==> src/rtl/uart_pkg.sv <==
// Shared UART definitions: transmitter state encoding and width helpers
// used to size the bit-index and baud-counter registers from the frame
// parameters.
package uart_pkg;

  typedef enum logic [2:0] {
    StIdle,
    StStart,
    StData,
    StParity,
    StStop
  } tx_state_t;

  // Bit index must hold 0..width (data bits) and the stop-bit count.
  function automatic int unsigned bit_idx_width(input int unsigned width);
    return $clog2(width + 1);
  endfunction

  // Baud counter counts 0..clks-1; keep at least one bit.
  function automatic int unsigned baud_cnt_width(input int unsigned clks);
    return (clks < 2) ? 1 : $clog2(clks);
  endfunction

endpackage

==> src/rtl/uart_baud_gen.sv <==
// Bit-period timer shared by the UART transmitter and receiver.
//   clk        clock
//   rst_n      asynchronous active-low reset
//   clr_i      synchronous clear; holds the counter at 0 while high
//   bit_end_o  high during the last clock of each bit period
module uart_baud_gen
  import uart_pkg::*;
#(
  parameter int unsigned CLKS_PER_BIT = 16
) (
  input  logic clk,
  input  logic rst_n,
  input  logic clr_i,
  output logic bit_end_o
);

  localparam int unsigned CntW = baud_cnt_width(CLKS_PER_BIT);
  localparam logic [CntW-1:0] CntMax = CntW'(CLKS_PER_BIT - 1);

  logic [CntW-1:0] cnt_d, cnt_q;

  assign bit_end_o = (cnt_q == CntMax);

  always_comb begin
    cnt_d = cnt_q + CntW'(1);
    if (clr_i || bit_end_o) begin
      cnt_d = '0;
    end
  end

  always_ff @(posedge clk or negedge rst_n) begin
    if (!rst_n) begin
      cnt_q <= '0;
    end else begin
      cnt_q <= cnt_d;
    end
  end

endmodule

==> src/rtl/uart_tx.sv <==
// UART serial transmitter. Accepts one word per valid/ready handshake and
// sends start bit, WIDTH data bits MSB first, optional parity, and 1 or 2
// stop bits, each held for CLKS_PER_BIT clocks.
//   clk         clock
//   rst_n       asynchronous active-low reset (abandons any frame)
//   tx_data_i   word to send, sampled only on handshake
//   tx_valid_i  upstream has a word
//   tx_ready_o  high only while idle
//   tx_o        serial line, idle high
//   busy_o      frame in progress
module uart_tx
  import uart_pkg::*;
#(
  parameter int unsigned WIDTH        = 8,
  parameter int unsigned CLKS_PER_BIT = 16,
  parameter bit          PARITY_EN    = 1'b1,
  parameter bit          PARITY_ODD   = 1'b0,
  parameter int unsigned STOP_BITS    = 1
) (
  input  logic             clk,
  input  logic             rst_n,
  input  logic [WIDTH-1:0] tx_data_i,
  input  logic             tx_valid_i,
  output logic             tx_ready_o,
  output logic             tx_o,
  output logic             busy_o
);

  localparam int unsigned IdxW = bit_idx_width(WIDTH);

  tx_state_t        state_d, state_q;
  logic [WIDTH-1:0] shift_d, shift_q;
  logic [IdxW-1:0]  idx_d, idx_q;
  logic             par_d, par_q;
  logic             tx_d, tx_q;
  logic             ready_d, ready_q;
  logic             busy_d, busy_q;
  logic             bit_end;
  logic             baud_clr;

  // Counter is held at 0 while idle so START begins a full bit period.
  assign baud_clr = (state_q == StIdle);

  uart_baud_gen #(
    .CLKS_PER_BIT(CLKS_PER_BIT)
  ) u_baud_gen (
    .clk      (clk),
    .rst_n    (rst_n),
    .clr_i    (baud_clr),
    .bit_end_o(bit_end)
  );

  always_comb begin
    state_d = state_q;
    shift_d = shift_q;
    idx_d   = idx_q;
    par_d   = par_q;

    unique case (state_q)
      StIdle: begin
        if (tx_valid_i) begin
          shift_d = tx_data_i;
          par_d   = PARITY_ODD ? ~^tx_data_i : ^tx_data_i;
          idx_d   = '0;
          state_d = StStart;
        end
      end
      StStart: begin
        if (bit_end) begin
          idx_d   = '0;
          state_d = StData;
        end
      end
      StData: begin
        if (bit_end) begin
          shift_d = {shift_q[WIDTH-2:0], 1'b0};
          if (idx_q == IdxW'(WIDTH - 1)) begin
            idx_d   = '0;
            state_d = PARITY_EN ? StParity : StStop;
          end else begin
            idx_d = idx_q + IdxW'(1);
          end
        end
      end
      StParity: begin
        if (bit_end) begin
          idx_d   = '0;
          state_d = StStop;
        end
      end
      StStop: begin
        if (bit_end) begin
          if (idx_q == IdxW'(STOP_BITS - 1)) begin
            idx_d   = '0;
            state_d = StIdle;
          end else begin
            idx_d = idx_q + IdxW'(1);
          end
        end
      end
      default: begin
        state_d = StIdle;
      end
    endcase

    // Outputs are decoded from the next state so the registered versions
    // line up with the state register.
    unique case (state_d)
      StStart:  tx_d = 1'b0;
      StData:   tx_d = shift_d[WIDTH-1];
      StParity: tx_d = par_d;
      default:  tx_d = 1'b1;
    endcase
    ready_d = (state_d == StIdle);
    busy_d  = !ready_d;
  end

  always_ff @(posedge clk or negedge rst_n) begin
    if (!rst_n) begin
      state_q <= StIdle;
      shift_q <= '0;
      idx_q   <= '0;
      par_q   <= 1'b0;
      tx_q    <= 1'b1;
      ready_q <= 1'b1;
      busy_q  <= 1'b0;
    end else begin
      state_q <= state_d;
      shift_q <= shift_d;
      idx_q   <= idx_d;
      par_q   <= par_d;
      tx_q    <= tx_d;
      ready_q <= ready_d;
      busy_q  <= busy_d;
    end
  end

  assign tx_o       = tx_q;
  assign tx_ready_o = ready_q;
  assign busy_o     = busy_q;

endmodule

==> config.mk <==
export PLATFORM = sky130hd
export DESIGN_NAME = uart_tx
export DESIGN_NICKNAME = d
export VERILOG_FILES = /design/src/rtl/uart_pkg.sv /design/src/rtl/uart_baud_gen.sv /design/src/rtl/uart_tx.sv
export SDC_FILE = /design/constraint.sdc
export NUM_CORES = 1
export LEC_CHECK = 0
export ABC_AREA = 0
export BUFFER_PORTS_ARGS = -buffer_cell sky130_fd_sc_hd__buf_2
export CAP_MARGIN = 20
export CORE_UTILIZATION = 40
export DETAILED_ROUTE_END_ITERATION = 6
export GPL_TIMING_DRIVEN = 0
export SLEW_MARGIN = 20
export SYNTH_ARGS = -nofsm -noshare
export SYNTH_HDL_FRONTEND = slang
export SYNTH_HIERARCHICAL = 1
export SYNTH_SLANG_ARGS = --single-unit
==> constraint.sdc <==
create_clock -name clk -period 1.87 [get_ports clk]
set_input_delay 0.187 -clock clk [delete_from_list [all_inputs] [get_ports clk]]
set_output_delay 0.187 -clock clk [all_outputs]
set_load 0.02 [all_outputs]
==> impl_metrics.env <==
export IMPL_register_area_share_after_synthesis_pct=48.5
export IMPL_layoutNonFillerInstCount=168
export IMPL_clock_sink_total=23
export IMPL_final_cell_mix="sky130_fd_sc_hd__dfrtp_1 (21), sky130_fd_sc_hd__nand2_1 (18), sky130_fd_sc_hd__buf_2 (15)"
export IMPL_total_cts_buffers=3
export IMPL_design_area_mm2=0.00139
export IMPL_tightest_slew_ps=525
export IMPL_final_layout_size_suffix_gt1_share_pct=28.5
export IMPL_fmax_mhz=540
export IMPL_met1_routing_resource_usage_after_global_routing_pct=21.9
export IMPL_fp_row_count=19
export IMPL_drt_total_wl_um=2150
export IMPL_worst_setup_hold_path_clk_slew_ps=130
export IMPL_grt_antenna_before_repair=0
export IMPL_antenna_cells_inserted=0
export IMPL_criticalPathCategory="flip-flop to flip-flop"
export IMPL_run_status="complete, no violations"
export IMPL_synth_lib_cells_used_distinct=37
export IMPL_numPortBuffers=13
export IMPL_most_common_cell_after_layout_fill_and_taps_aside="sky130_fd_sc_hd__dfrtp_1"
export IMPL_grt_most_used_layer="met1"
export IMPL_use_met2_pct=21.8
export IMPL_mapped_cell_area_mm2=0.00119
export IMPL_remaining_drc_errors=0
export IMPL_die_area_mm2=0.00320
export IMPL_maxCapViolCount=0
export IMPL_syn_nets=132
export IMPL_hold_viol=0
export IMPL_grt_start_max_net_pins=24
export IMPL_tritoncts="yes"
export IMPL_yosysTopAreaCellShare_pct=44.1
export IMPL_antenna_violating_nets_post_route=0
export IMPL_postSynthCellCount=118
export IMPL_layout_nets=152
export IMPL_finalWorstPathRequiredPeriod_ps=1850
export IMPL_grt_use_total_pct=15.0
export IMPL_totalPowerFinal_mw=0.811
export IMPL_first_global_vias=840
export IMPL_top_level_ports=14
export IMPL_floorplan_initialDensity_pct=42.8
export IMPL_worst_clock_skew_ps=10.5
export IMPL_postSynthAreaPerCell_um2=10.1
export IMPL_synth_top_cell_by_area="sky130_fd_sc_hd__dfrtp_1"
export IMPL_critPathLaunchType="flip-flop"
export IMPL_leakagePower_nw=0.642
export IMPL_globalplace_congestion=0.755
export IMPL_clock_root_buffer="sky130_fd_sc_hd__clkbuf_4"
export IMPL_vdd_ir_drop_max_uv=450
export IMPL_clock_latency_ps=310
export IMPL_asyncSetResetFlopFracSynth_pct=100
export IMPL_core_area_mm2=0.00278
export IMPL_die_width_um=56.6
export IMPL_grt_first_pass_wirelength_um=3770
export IMPL_htreeDepth=1
export IMPL_timing_critical_path_arrival_ps=2100
export IMPL_globalRouteOverflowTotal=0
export IMPL_synth_enable_flop_cells=0
export IMPL_vertical_extent_of_the_die_um=56.6
export IMPL_setup_violations=0
export IMPL_crit_required_ps=2110
export IMPL_drt_vias_per_instance=5.29
export IMPL_area_after_dpl_mm2=0.00130
export IMPL_p_per_area_mw_per_mm2=583
export IMPL_detail_route_wl_per_cell_um=12.8
export IMPL_global_route_usage_met3_pct=4.84
export IMPL_clockBufferDepth=2
export IMPL_layout_overhead_on_the_synthesized_area_pct=16.7
export IMPL_worst_min_delay_path_class="input pin to flip-flop"
export IMPL_first_iter_violations=13
export IMPL_placed_cells=162
export IMPL_synthTopCellsByArea="sky130_fd_sc_hd__dfrtp_1 (44%), sky130_fd_sc_hd__xnor2_1 (5.9%), sky130_fd_sc_hd__nand2_1 (5.7%)"
export IMPL_vias=889
export IMPL_detailed_place_hpwl_um=1520
export IMPL_detail_route_first_pass_iterations=4
export IMPL_final_min_period_over_clock_period_pct=99.1
export IMPL_ys_warn_count=6
export IMPL_path_max_fanout=11
export IMPL_yosys_register_bits=23
export IMPL_unrepaired_setup_endpoints_after_global_routing="true"
export IMPL_timing_max_slew_rel_slack_pct=65.0
export IMPL_endpoint_kind="flip-flop"
export IMPL_slew_violations=0
export IMPL_synth_ff_type="sky130_fd_sc_hd__dfrtp_1"
[cell usage after synthesis, types with 3 or more instances]
| cell type | instances |
|---|---|
| sky130_fd_sc_hd__inv_1 | 7 |
| sky130_fd_sc_hd__nor2_1 | 4 |
| sky130_fd_sc_hd__ha_1 | 3 |
| sky130_fd_sc_hd__a21oi_1 | 7 |
| sky130_fd_sc_hd__buf_2 | 4 |
| sky130_fd_sc_hd__dfrtp_1 | 21 |
| sky130_fd_sc_hd__o21ai_0 | 4 |
| sky130_fd_sc_hd__a22oi_1 | 7 |
| sky130_fd_sc_hd__nand2_1 | 18 |
| sky130_fd_sc_hd__xnor2_1 | 8 |
| sky130_fd_sc_hd__nand3_1 | 3 |
[report_power, final]
group | switching [mW] | leakage [nW] | internal, mW | total, mW
logic | 0.0354 | 0.340 | 0.0336 | 0.0690
clock network | 0.148 | 0.0177 | 0.0799 | 0.228
registers | 0.00474 | 0.284 | 0.509 | 0.514
[metrics by stage]
step | setup WS (ps) | hold WS [ps] | util [%] | TNS (ps)
finish | 17.2 | 97.1 | 50.0 | 0
global route | -57.9 | 116 | 50.0 | -57.9
CTS | 64.5 | 80.2 | 49.5 | 0
detailed placement | -161 | 193 | 46.6 | -456
global placement | -118 | 189 | 46.6 | -287
floorplan | 37.9 | -109 | - | 0
[what timing repair did]
item                                   4_1_cts  5_1_grt
resized for setup                            5        3
hold buffers                                 1        0
setup endpoints to repair                    8        9
endpoints found under the hold margin       21        0
buffers inserted                             2        0
[registers in the layout, indices dropped and copies added (netlist names)]
| register | count |
|---|---|
| shift_q | 8 |
| state_q | 3 |
| idx_q | 4 |
| busy_o | 1 |
| u_baud_gen/cnt_q | 4 |
| tx_ready_o | 1 |
| par_q | 1 |
| tx_o | 1 |
[final cells by class]
cell class / instances / area [µm²]
well taps: 31 / 38.8
repair buffers: 16 / 90.1
clock buffers: 3 / 22.5
flip-flops and latches: 23 / 578
multi-input cells: 83 / 601
clock inverters: 1 / 5.00
plain buffers: 4 / 28.8
fillers: 270 / 1390
inverters: 7 / 26.3
[layer usage]
| metal | vias up | part of all wire, % | wire length [µm] |
|---|---|---|---|
| li1 | 457 | - | - |
| met1 | 418 | 50 | 1070 |
| met5 | - | 0 | 0 |
| met2 | 12 | 47 | 1000 |
| met4 | 0 | 0.79 | 17 |
| met3 | 2 | 3.0 | 64 |
[cells by family after synthesis]
group	after synthesis	synth area share [%]
AND/OR/NAND/NOR	41	18.8
buffers and inverters	12	4.83
multiplexers	1	0.945
XOR/XNOR	8	5.88
adder cells (fa/ha/maj)	3	3.15
AO/OA/AOI/OAI	30	17.9
flip-flops	23	48.5
[worst max-delay path: stages (launching register included)]
cell	delay, ps
sky130_fd_sc_hd__dfrtp_1	420
sky130_fd_sc_hd__ha_2	210
sky130_fd_sc_hd__and3_4	230
sky130_fd_sc_hd__nor4bb_2	180
sky130_fd_sc_hd__buf_4	190
sky130_fd_sc_hd__a22oi_2	150
sky130_fd_sc_hd__o311ai_1	120
sky130_fd_sc_hd__mux2_2	280
[path summary, 6_finish.rpt]
kind / cells after the start / to / from / slack (ps)
worst min-delay path: 3 / shift_q[0] / tx_data_i[0] / 100
worst min register to register: 2 / shift_q[7] / shift_q[7] / 490
worst max-delay path: 7 / tx_o / u_baud_gen/cnt_q[0] / 20
worst max register to register: 7 / tx_o / u_baud_gen/cnt_q[0] / 20
min in group asynchronous: 2 / shift_q[0] / rst_n / 360
max in group asynchronous: 2 / tx_o / rst_n / 1130
Power figures use the tool's default switching activity.
